**src/rtl/pong_pkg.sv**
```systemverilog
// Shared pong playfield constants, FSM state type and the paddle cover test
// used by both the ball engine and the matrix render stage.
package pong_pkg;

    localparam int WIDTH        = 16;
    localparam int SIZE         = 4;
    localparam int BIT_OF_WIDTH = 4;

    localparam logic [BIT_OF_WIDTH-1:0] CENTRE = BIT_OF_WIDTH'(7);

    typedef enum logic [1:0] {
        ST_IDLE  = 2'd0,
        ST_SERVE = 2'd1,
        ST_MOVE  = 2'd2,
        ST_MISS  = 2'd3
    } state_t;

    typedef enum logic [1:0] {
        SIDE_TOP   = 2'd0,
        SIDE_DOWN  = 2'd1,
        SIDE_LEFT  = 2'd2,
        SIDE_RIGHT = 2'd3
    } side_t;

    // One extra bit so WIDTH-p-SIZE and friends never wrap.
    function automatic logic covers(input logic [2:0] p,
                                    input logic [BIT_OF_WIDTH-1:0] coord,
                                    input side_t side);
        logic [BIT_OF_WIDTH:0] lo;
        logic [BIT_OF_WIDTH:0] c;
        c = (BIT_OF_WIDTH+1)'(coord);
        case (side)
            SIDE_LEFT, SIDE_DOWN: lo = (BIT_OF_WIDTH+1)'(p);
            SIDE_RIGHT:           lo = (BIT_OF_WIDTH+1)'(WIDTH - 2) - (BIT_OF_WIDTH+1)'(p);
            default:              lo = (BIT_OF_WIDTH+1)'(WIDTH - SIZE) - (BIT_OF_WIDTH+1)'(p);
        endcase
        return (c >= lo) && (c <= lo + (BIT_OF_WIDTH+1)'(SIZE - 1));
    endfunction

endpackage

```
**src/rtl/tick_gen.sv**
```systemverilog
// Free-running divider producing a one-cycle tick every TICK_DIV clocks,
// with a synchronous clear to realign the tick phase.
module tick_gen #(
    parameter int TICK_DIV = 1_000_000
) (
    input  logic clk,
    input  logic rst_n,
    input  logic clr,
    output logic tick
);

    localparam int CW = (TICK_DIV > 1) ? $clog2(TICK_DIV) : 1;

    logic [CW-1:0] r_cnt;

    assign tick = (r_cnt == CW'(TICK_DIV - 1));

    always_ff @(posedge clk or negedge rst_n) begin
        if (!rst_n) begin
            r_cnt <= '0;
        end else if (clr || tick) begin
            r_cnt <= '0;
        end else begin
            r_cnt <= r_cnt + 1'b1;
        end
    end

endmodule

```
**src/rtl/ball_engine.sv**
```systemverilog
// Pong ball motion: steps the ball once per tick, reflects off covering
// paddles, and flags misses on each of the four sides.
module ball_engine
    import pong_pkg::*;
#(
    parameter int TICK_DIV   = 1_000_000,
    parameter int HOLD_TICKS = 8
) (
    input  logic                      clk,
    input  logic                      rst_n,
    input  logic                      start,
    input  logic [2:0]                player_top,
    input  logic [2:0]                player_down,
    input  logic [2:0]                player_left,
    input  logic [2:0]                player_right,
    output logic [2*BIT_OF_WIDTH-1:0] pos_ball,
    output logic                      miss_top,
    output logic                      miss_down,
    output logic                      miss_left,
    output logic                      miss_right,
    output logic                      running
);

    localparam int HW = (HOLD_TICKS > 1) ? $clog2(HOLD_TICKS) : 1;

    typedef struct packed {
        logic [BIT_OF_WIDTH-1:0] pos;
        logic                    dir;
        logic                    miss_lo;
        logic                    miss_hi;
    } axis_t;

    // One axis step: reflect at an edge if the paddle covers, else flag a miss.
    function automatic axis_t axis_step(input logic [BIT_OF_WIDTH-1:0] pos,
                                        input logic dir,
                                        input logic cov_lo,
                                        input logic cov_hi);
        axis_t r;
        r.pos     = pos;
        r.dir     = dir;
        r.miss_lo = 1'b0;
        r.miss_hi = 1'b0;
        if (!dir && pos == BIT_OF_WIDTH'(1)) begin
            if (cov_lo) begin
                r.dir = 1'b1;
                r.pos = BIT_OF_WIDTH'(2);
            end else begin
                r.miss_lo = 1'b1;
            end
        end else if (dir && pos == BIT_OF_WIDTH'(WIDTH - 2)) begin
            if (cov_hi) begin
                r.dir = 1'b0;
                r.pos = BIT_OF_WIDTH'(WIDTH - 3);
            end else begin
                r.miss_hi = 1'b1;
            end
        end else begin
            r.pos = dir ? pos + 1'b1 : pos - 1'b1;
        end
        return r;
    endfunction

    state_t                  r_state;
    logic [BIT_OF_WIDTH-1:0] r_x;
    logic [BIT_OF_WIDTH-1:0] r_y;
    logic                    r_dx;
    logic                    r_dy;
    logic [HW-1:0]           r_hold;
    logic                    r_miss_top, r_miss_down, r_miss_left, r_miss_right;

    logic  w_tick;
    logic  w_clr;
    logic  w_miss;
    axis_t w_ax;
    axis_t w_ay;

    assign w_clr = (r_state == ST_SERVE);

    tick_gen #(.TICK_DIV(TICK_DIV)) u_tick_gen (
        .clk   (clk),
        .rst_n (rst_n),
        .clr   (w_clr),
        .tick  (w_tick)
    );

    always_comb begin
        w_ax = axis_step(r_x, r_dx, covers(player_left, r_y, SIDE_LEFT),
                         covers(player_right, r_y, SIDE_RIGHT));
        w_ay = axis_step(r_y, r_dy, covers(player_top, r_x, SIDE_TOP),
                         covers(player_down, r_x, SIDE_DOWN));
    end

    assign w_miss = w_ax.miss_lo | w_ax.miss_hi | w_ay.miss_lo | w_ay.miss_hi;

    always_ff @(posedge clk or negedge rst_n) begin
        if (!rst_n) begin
            r_state      <= ST_IDLE;
            r_x          <= CENTRE;
            r_y          <= CENTRE;
            r_dx         <= 1'b1;
            r_dy         <= 1'b1;
            r_hold       <= '0;
            r_miss_top   <= 1'b0;
            r_miss_down  <= 1'b0;
            r_miss_left  <= 1'b0;
            r_miss_right <= 1'b0;
        end else begin
            r_miss_top   <= 1'b0;
            r_miss_down  <= 1'b0;
            r_miss_left  <= 1'b0;
            r_miss_right <= 1'b0;
            case (r_state)
                ST_IDLE: begin
                    if (start) r_state <= ST_SERVE;
                end
                ST_SERVE: begin
                    r_x     <= CENTRE;
                    r_y     <= CENTRE;
                    r_state <= ST_MOVE;
                end
                ST_MOVE: begin
                    if (w_tick) begin
                        if (w_miss) begin
                            // Freeze the ball and serve back toward the other side.
                            r_miss_left  <= w_ax.miss_lo;
                            r_miss_right <= w_ax.miss_hi;
                            r_miss_top   <= w_ay.miss_lo;
                            r_miss_down  <= w_ay.miss_hi;
                            r_dx         <= ~r_dx;
                            r_dy         <= w_ay.dir;
                            r_hold       <= '0;
                            r_state      <= ST_MISS;
                        end else begin
                            r_x  <= w_ax.pos;
                            r_y  <= w_ay.pos;
                            r_dx <= w_ax.dir;
                            r_dy <= w_ay.dir;
                        end
                    end
                end
                default: begin
                    if (w_tick) begin
                        if (r_hold == HW'(HOLD_TICKS - 1)) begin
                            r_state <= ST_SERVE;
                        end else begin
                            r_hold <= r_hold + 1'b1;
                        end
                    end
                end
            endcase
        end
    end

    assign pos_ball   = {r_x, r_y};
    assign miss_top   = r_miss_top;
    assign miss_down  = r_miss_down;
    assign miss_left  = r_miss_left;
    assign miss_right = r_miss_right;
    assign running    = (r_state != ST_IDLE);

endmodule
```
**config.mk**
```make
export PLATFORM = sky130hd
export DESIGN_NAME = ball_engine
export DESIGN_NICKNAME = d
export VERILOG_FILES = /design/src/rtl/pong_pkg.sv /design/src/rtl/tick_gen.sv /design/src/rtl/ball_engine.sv
export SDC_FILE = /design/constraint.sdc
export NUM_CORES = 1
export LEC_CHECK = 0
export ABC_AREA = 1
export CAP_MARGIN = 0
export CORE_UTILIZATION = 39
export CTS_CLUSTER_SIZE = 14
export DETAILED_ROUTE_END_ITERATION = 8
export GPL_TIMING_DRIVEN = 0
export PLACE_DENSITY_LB_ADDON = 0.05
export SLEW_MARGIN = 20
export SYNTH_ARGS = -nofsm -noshare
export SYNTH_HDL_FRONTEND = slang
export SYNTH_SLANG_ARGS = --single-unit
```
**constraint.sdc**
```tcl
create_clock -name clk -period 2 [get_ports clk]
set_input_delay 0.2 -clock clk [delete_from_list [all_inputs] [get_ports clk]]
set_output_delay 0.2 -clock clk [all_outputs]
set_load 0.005 [all_outputs]
```
[Yosys cells after proc, flatten, opt, wreduce, memory -nomap -nowiden]
Index checks and enable logic that the tools add are counted.
Cells by class
  equal/unequal tests: 19
  bitwise operators: 5
  muxes and demuxes: 53
  reduce and logical (&&, ||, !) cells: 27
  $add $sub $neg: 12
  order comparisons: 8
Operators with widths (number)
  $mux W4: 8
  $mux W5: 6
  $mux W1: 25
  $reduce_and A5 Y1: 5
  $add A20 B1 Y20 const B: 1
  $eq A20 B20 Y1 const B: 1
  $mux W20: 1
  $pmux W4 S2: 2
  $mux W3: 4
  $add A5 B2 Y5 const B: 2
  $ge A4 B5 Y1: 2
  $le A4 B5 Y1: 2
  $mux W2: 5
  $sub A4 B3 Y5 const A: 2
  $ne A3 B3 Y1 const B: 3
  $reduce_bool A3 Y1: 3
  $add A3 B2 Y4 const B: 2
  $add A4 B1 Y4 const B: 2
  $eq A4 B1 Y1 const B: 2
  $eq A4 B4 Y1 const B: 2
  $ge A4 B3 Y1: 2
  $le A4 B4 Y1: 2
  $logic_and A1 B1 Y1: 8
  $ne A2 B2 Y1 const B: 4
  other kinds (18): 28
Word-level totals
  output and inout bits: 13
  bits of input ports: 15
  logic and storage cells: 135
  register bits after elaboration: 39

[Longest topological paths before layout]
  depth in word-level cells: 13
  gate-level depth with buffers: 21
  mapped depth without buffers: 21

[Modules after synthesis]
Synthesis repeated with hierarchy kept, for this count alone.
Second synthesis, totals
  cell total of the unflattened synthesis: 472
  area total of the unflattened synthesis: 3498.4 um^2
By module, submodules not included
  ball_engine: area each 2288.4 um^2, sequential area each 485.5 um^2, times used 1, cells an instance 317
  tick_gen: area each 1209.9 um^2, sequential area each 500.5 um^2, times used 1, cells an instance 155

[Worst setup path after synthesis]
Ideal clock, no wire load.
  path type: input -> register
  start point: input player_top[0]
  end point: register r_y[3]
  buffers on the path: 0
  path slack: -283 ps
  library setup time: 117 ps
  required time: 1883 ps
  stages on the path: 20
  data arrival time: 2166 ps
  cell sequence: inv_1 -> ha_1 -> nand2_1 -> inv_1 -> nor2_1 -> o21ai_0 -> xor2_1 -> ha_1 -> nand2_1 -> inv_1 -> nand2_1 -> nand2_1 -> nand3_1 -> nand2_1 -> nand2_1 -> nand2_1 -> o21ai_4 -> nand2_1 -> nand2_1 -> nand2_1
Between the ends
  cells in the longest elaborated chain, start to end: 10
RTL lines
  from (decl): line ball_engine.sv:12  | input logic [2:0] player_top,
  $sub A4 B3 Y5 *: line pong_pkg.sv:35  | default: lo = (BIT_OF_WIDTH+1)'(WIDTH - SIZE) - (BIT_OF_WIDTH+1)'(p);
  $add A5 B2 Y5: line pong_pkg.sv:37  | return (c >= lo) && (c <= lo + (BIT_OF_WIDTH+1)'(SIZE - 1));
  $le A4 B5 Y1: line pong_pkg.sv:37
  $logic_and A1 B1 Y1 *: line pong_pkg.sv:37
  $mux W1: line ball_engine.sv:44  | if (cov_lo) begin
  $mux W1: line ball_engine.sv:43  | if (!dir && pos == BIT_OF_WIDTH'(1)) begin
  $or A1 B1 Y1 (2 in a row): line ball_engine.sv:93  | assign w_miss = w_ax.miss_lo | w_ax.miss_hi | w_ay.miss_lo | w_ay.miss_hi;
  $ne A2 B2 Y1 (no source line)
  $reduce_and A5 Y1 (no source line) *
  to (signal assigned): line ball_engine.sv:135  | r_y <= w_ay.pos;
  to (decl): line ball_engine.sv:65  | logic [BIT_OF_WIDTH-1:0] r_y;
Mark *: on every way between the ends. The rest lies on a longest branch, timed or not.
A chain may end at the register's enable or synchronous reset.

[Final worst setup path]
  start point: register r_y[0]
  end point: register r_x[3]
Between the ends
  cells in the longest elaborated chain, start to end: 10
RTL lines
  $ge A4 B5 Y1 or $le A4 B5 Y1 (tied branches): line pong_pkg.sv:37
  $logic_and A1 B1 Y1: line pong_pkg.sv:37
  $mux W1: line ball_engine.sv:51  | if (cov_hi) begin
  $mux W1: line ball_engine.sv:50  | end else if (dir && pos == BIT_OF_WIDTH'(WIDTH - 2)) begin
  $mux W1: line ball_engine.sv:43
  $or A1 B1 Y1 (3 in a row): line ball_engine.sv:93
  $ne A2 B2 Y1 (no source line)
  $reduce_and A5 Y1 (no source line) *
  to (signal assigned): line ball_engine.sv:134  | r_x <= w_ax.pos;
  to (decl): line ball_engine.sv:64  | logic [BIT_OF_WIDTH-1:0] r_x;
Marked as above.

==> impl_results.html <==
<table>
<tr><th>Metric</th><th>Value</th></tr>
<tr><th colspan="2">Run status</th></tr>
<tr><td>Result of the run</td><td>finished with violations</td></tr>
<tr><td>Failing checks</td><td>negative setup slack</td></tr>
<tr><th colspan="2">Drt</th></tr>
<tr><td>Highest metal layer used by the detailed router</td><td>met4</td></tr>
<tr><td>Vias after detailed routing</td><td>2945</td></tr>
<tr><td>DR vias/cell</td><td>4.85</td></tr>
<tr><td>Met1 Wirelength</td><td>3510 um</td></tr>
<tr><td>Number of violations reported at the end of detailed-routing iteration 0</td><td>85</td></tr>
<tr><td>Count of unresolved DRC violations after routing</td><td>0</td></tr>
<tr><td>Met3 WL post-DR</td><td>182 um</td></tr>
<tr><td>Total wirelength of the detailed-routed design</td><td>7260 um</td></tr>
<tr><td>Amount of wire on met2 after detailed routing</td><td>3530 um</td></tr>
<tr><td>Mean routed wirelength per cell</td><td>12.0 um</td></tr>
<tr><td>Detailed Routing Iterations Pass 1</td><td>4</td></tr>
<tr><td>Final ANT Viol Nets</td><td>0</td></tr>
<tr><th colspan="2">Die</th></tr>
<tr><td>Site Rows</td><td>33</td></tr>
<tr><td>Effective utilization at floorplan</td><td>40.2%</td></tr>
<tr><td>Die area</td><td>8840 um2</td></tr>
<tr><td>Die span in y</td><td>94.0 um</td></tr>
<tr><td>Overall die width</td><td>94.0 um</td></tr>
<tr><td>Top-level I/O count</td><td>28</td></tr>
<tr><td>Placeable core area</td><td>8220 um2</td></tr>
<tr><th colspan="2">Synth</th></tr>
<tr><td>Count of flip-flops with a built-in enable after synthesis</td><td>0</td></tr>
<tr><td>#FFs+latches synth</td><td>39</td></tr>
<tr><td>Most frequent cells after synthesis</td><td>nand2_1, inv_1, ha_1</td></tr>
<tr><td>Leading cell types by total area after synthesis</td><td>dfrtp_1, ha_1, nand2_1</td></tr>
<tr><td>Most numerous cell in the Yosys netlist</td><td>nand2_1</td></tr>
<tr><td>Seq/Total Area, Yosys</td><td>29.8%</td></tr>
<tr><td>Number of warnings issued by yosys</td><td>0</td></tr>
<tr><td>Mean instance size in the synthesized netlist</td><td>7.41 um2</td></tr>
<tr><td>Total nets after synthesis</td><td>512</td></tr>
<tr><td>Synth async-reset ratio</td><td>100%</td></tr>
<tr><td>Cell variety after synth</td><td>35</td></tr>
<tr><td>Area of the mapped netlist</td><td>3300 um2</td></tr>
<tr><td>Main flop type after synthesis</td><td>dfrtp_1</td></tr>
<tr><td>Top-area cell type share of the netlist area</td><td>23.5%</td></tr>
<tr><td>Cell type with the highest aggregate area in the netlist</td><td>dfrtp_1</td></tr>
<tr><td>Post-Synthesis Cells</td><td>446</td></tr>
<tr><th colspan="2">Clock network</th></tr>
<tr><td>CTS Root Buffer Type</td><td>clkbuf_8</td></tr>
<tr><td>Buffer levels on the longest clock path</td><td>2</td></tr>
<tr><td>H-Tree Level Count</td><td>2</td></tr>
<tr><td>Clock latency on the worst-skew pair</td><td>290 ps</td></tr>
<tr><td>Clock tree from TritonCTS</td><td>done</td></tr>
<tr><td>CTS buffer count</td><td>5</td></tr>
<tr><td>Clock sink total</td><td>39</td></tr>
<tr><td>Clock-pin slew on the worst setup and hold paths</td><td>80 ps</td></tr>
<tr><th colspan="2">STA</th></tr>
<tr><td>Final Hold Violating Endpoints</td><td>0</td></tr>
<tr><td>Worst setup margin</td><td>-139 ps</td></tr>
<tr><td>Final setup vio count</td><td>14</td></tr>
<tr><td>Max Freq</td><td>468 MHz</td></tr>
<tr><td>Fin Clk Skew</td><td>9.35 ps</td></tr>
<tr><td>Max Slew Vio Count</td><td>0</td></tr>
<tr><td>Worst hold slack</td><td>307 ps</td></tr>
<tr><td>Normalized max-slew margin</td><td>75.5%</td></tr>
<tr><td>Setup repair after global routing missed its margin</td><td>true</td></tr>
<tr><td>Worst-margin pin slew</td><td>367 ps</td></tr>
<tr><td>Post-route minimum period</td><td>2140 ps</td></tr>
<tr><td>Part of the cycle the worst path needs</td><td>107%</td></tr>
<tr><th colspan="2">Final layout</th></tr>
<tr><td>Antenna Diode Count</td><td>0</td></tr>
<tr><td>Filler instances</td><td>814</td></tr>
<tr><td>Final standard cell area without fillers</td><td>4220 um2</td></tr>
<tr><td>Share of post-route cells with drive strength above 1</td><td>22.1%</td></tr>
<tr><td>Area delta synth-&gt;final</td><td>27.8%</td></tr>
<tr><td>FF/Latch Area</td><td>986 um2</td></tr>
<tr><td>Area taken by multi-input logic gates</td><td>2250 um2</td></tr>
<tr><td>Final non-filler cell total</td><td>607</td></tr>
<tr><td>Nets@finish</td><td>567</td></tr>
<tr><th colspan="2">Place</th></tr>
<tr><td>Placed cells</td><td>579</td></tr>
<tr><td>Post-detailed-placement cell area</td><td>3790 um2</td></tr>
<tr><td>Post-DP HPWL</td><td>5420 um</td></tr>
<tr><td>Count of input and output buffers</td><td>27</td></tr>
<tr><td>Routability cong.</td><td>0.765</td></tr>
<tr><td>Place WS</td><td>-1280 ps</td></tr>
<tr><th colspan="2">Global routing</th></tr>
<tr><td>GRT Util Overall</td><td>17.8%</td></tr>
<tr><td>First-pass GRT wire length</td><td>12600 um</td></tr>
<tr><td>Pin count of the biggest net entering global routing</td><td>30</td></tr>
<tr><td>Vias in the first global route</td><td>2866</td></tr>
<tr><td>Number of antenna violations at the first check in global routing</td><td>0</td></tr>
<tr><td>Global route overflow</td><td>0</td></tr>
<tr><th colspan="2">Worst hold path</th></tr>
<tr><td>Worst hold-check path type</td><td>in2async</td></tr>
<tr><th colspan="2">Critical path</th></tr>
<tr><td>Signal arrival time at the worst endpoint</td><td>2370 ps</td></tr>
<tr><td>Req. time, crit path</td><td>2230 ps</td></tr>
<tr><td>Category of the most critical setup path</td><td>reg2reg</td></tr>
<tr><td>Slowest library cell on the worst path</td><td>dfstp_2</td></tr>
<tr><td>Maximum fanout along the worst path</td><td>7</td></tr>
<tr><td>Kind of launch point of the worst setup path</td><td>flop</td></tr>
<tr><td>Cell with the most instances on the worst path</td><td>nand2_1</td></tr>
<tr><td>Peak per-stage delay on the critical path</td><td>570 ps</td></tr>
<tr><td>Cell-by-cell listing of the critical path</td><td>clkinvlp_4 &gt; ha_4 &gt; a21oi_2 &gt; o21ai_1 &gt; nand2_1 &gt; nand2_1 &gt; nand2_2 &gt; nand2_4 &gt; o21ai_4 &gt; buf_4 &gt; nand3_1 &gt; nand2_1</td></tr>
<tr><td>R2R Setup Slk</td><td>-140 ps</td></tr>
<tr><td>CP endpoint kind</td><td>flop</td></tr>
<tr><th colspan="2">Power</th></tr>
<tr><td>Total power draw</td><td>0.00160 W</td></tr>
<tr><td>Power per unit of standard cell area</td><td>380 nW/um2</td></tr>
<tr><td>Leak pwr</td><td>2.17 nW</td></tr>
<tr><td>Worst VDD drop</td><td>289 uV</td></tr>
<tr><th colspan="2">Run</th></tr>
<tr><td>Max-cap violations</td><td>0</td></tr>
</table>
[sequential cells by signal, indices dropped and copies added, names as in the netlist]
signal and count:
r_state 2, r_dy 1, miss_right 1, miss_left 1
r_dx 1, u_tick_gen.r_cnt 20, miss_down 1, r_x 4
r_hold 3, r_y 4, miss_top 1
[per-stage QoR]
step,utilization [%],TNS (ps)
floorplan,-,-776
global route,51.4,-3650
finish,51.4,-1170
CTS,49.4,-1210
detailed placement,46.1,-19440
global placement,45.9,-29180
[cells by family after synthesis]
| family | after synthesis | synth area share (%) |
|---|---|---|
| buffers and inverters | 82 | 9.39 |
| flip-flops | 39 | 29.8 |
| adder cells (fa/ha/maj) | 51 | 19.3 |
| XOR/XNOR | 12 | 3.18 |
| AND/OR/NAND/NOR | 206 | 28.7 |
| AO/OA/AOI/OAI | 56 | 9.55 |
[worst max-delay path, delay by kind of cell, from the launching register on]
kind            cells  cell delay [ps]
compound gates      3              410
fa+ha+maj           1              280
buf+inv             2              360
flops               1              570
simple gates        6              460
[metal layers]
layer  vias to the layer above  GRT usage [%]
met5                         -              0
met4                         0           2.82
met2                        28           31.7
li1                       1556              -
met3                         4           3.07
met1                      1357           22.7
[layout by cell type (no fill, tap or decap), drive strengths merged, types with 17 or more instances in the layout]
master / synthesis / layout
nand2: 108 / 108
inv: 80 / 78
ha: 51 / 51
nor2: 38 / 38
dfrtp: 31 / 31
nand3: 31 / 31
o21ai: 25 / 26
buf: 2 / 25
a21oi: 24 / 24
nand4: 17 / 17
[power by group]
group	total (W)	leakage [nW]	internal [W]	switching (W)
Clock	0.000529	0.0412	0.000244	0.000285
Combinational	0.000286	1.63	0.000127	0.000159
Sequential	0.000789	0.492	0.000789	0
[area by class of cell]
cell class | instances | share of cell area [%]
repair buffers | 47 | 10.0
clock buffers | 6 | 1.72
flip-flops and latches | 39 | 23.4
plain buffers | 2 | 0.296
clock inverters | 2 | 0.296
inverters | 80 | 7.88
well taps | 105 | 3.11
multi-input cells | 326 | 53.3
[final timing paths]
check                           startpoint                   to  depth (start not counted)
worst max-delay path                r_y[0]               r_x[3]                         12
worst min-delay path                 rst_n  u_tick_gen.r_cnt[9]                          2
worst max register to register      r_y[0]               r_x[3]                         12
worst min register to register   r_hold[1]            r_hold[1]                          2
max in group asynchronous            rst_n               r_x[1]                          3
min in group clk                 r_hold[1]            r_hold[1]                          2
[what timing repair did]
action / 4_1_cts / 5_1_grt
endpoints found under the setup margin: 17 / 19
gates cloned: 1 / 0
hold buffers: 1 / 0
hold endpoints to repair: 10 / 0
resized for setup: 56 / 29
setup buffers: 11 / 7
pin swaps: 21 / 21
(Power assumes the default switching activity.)
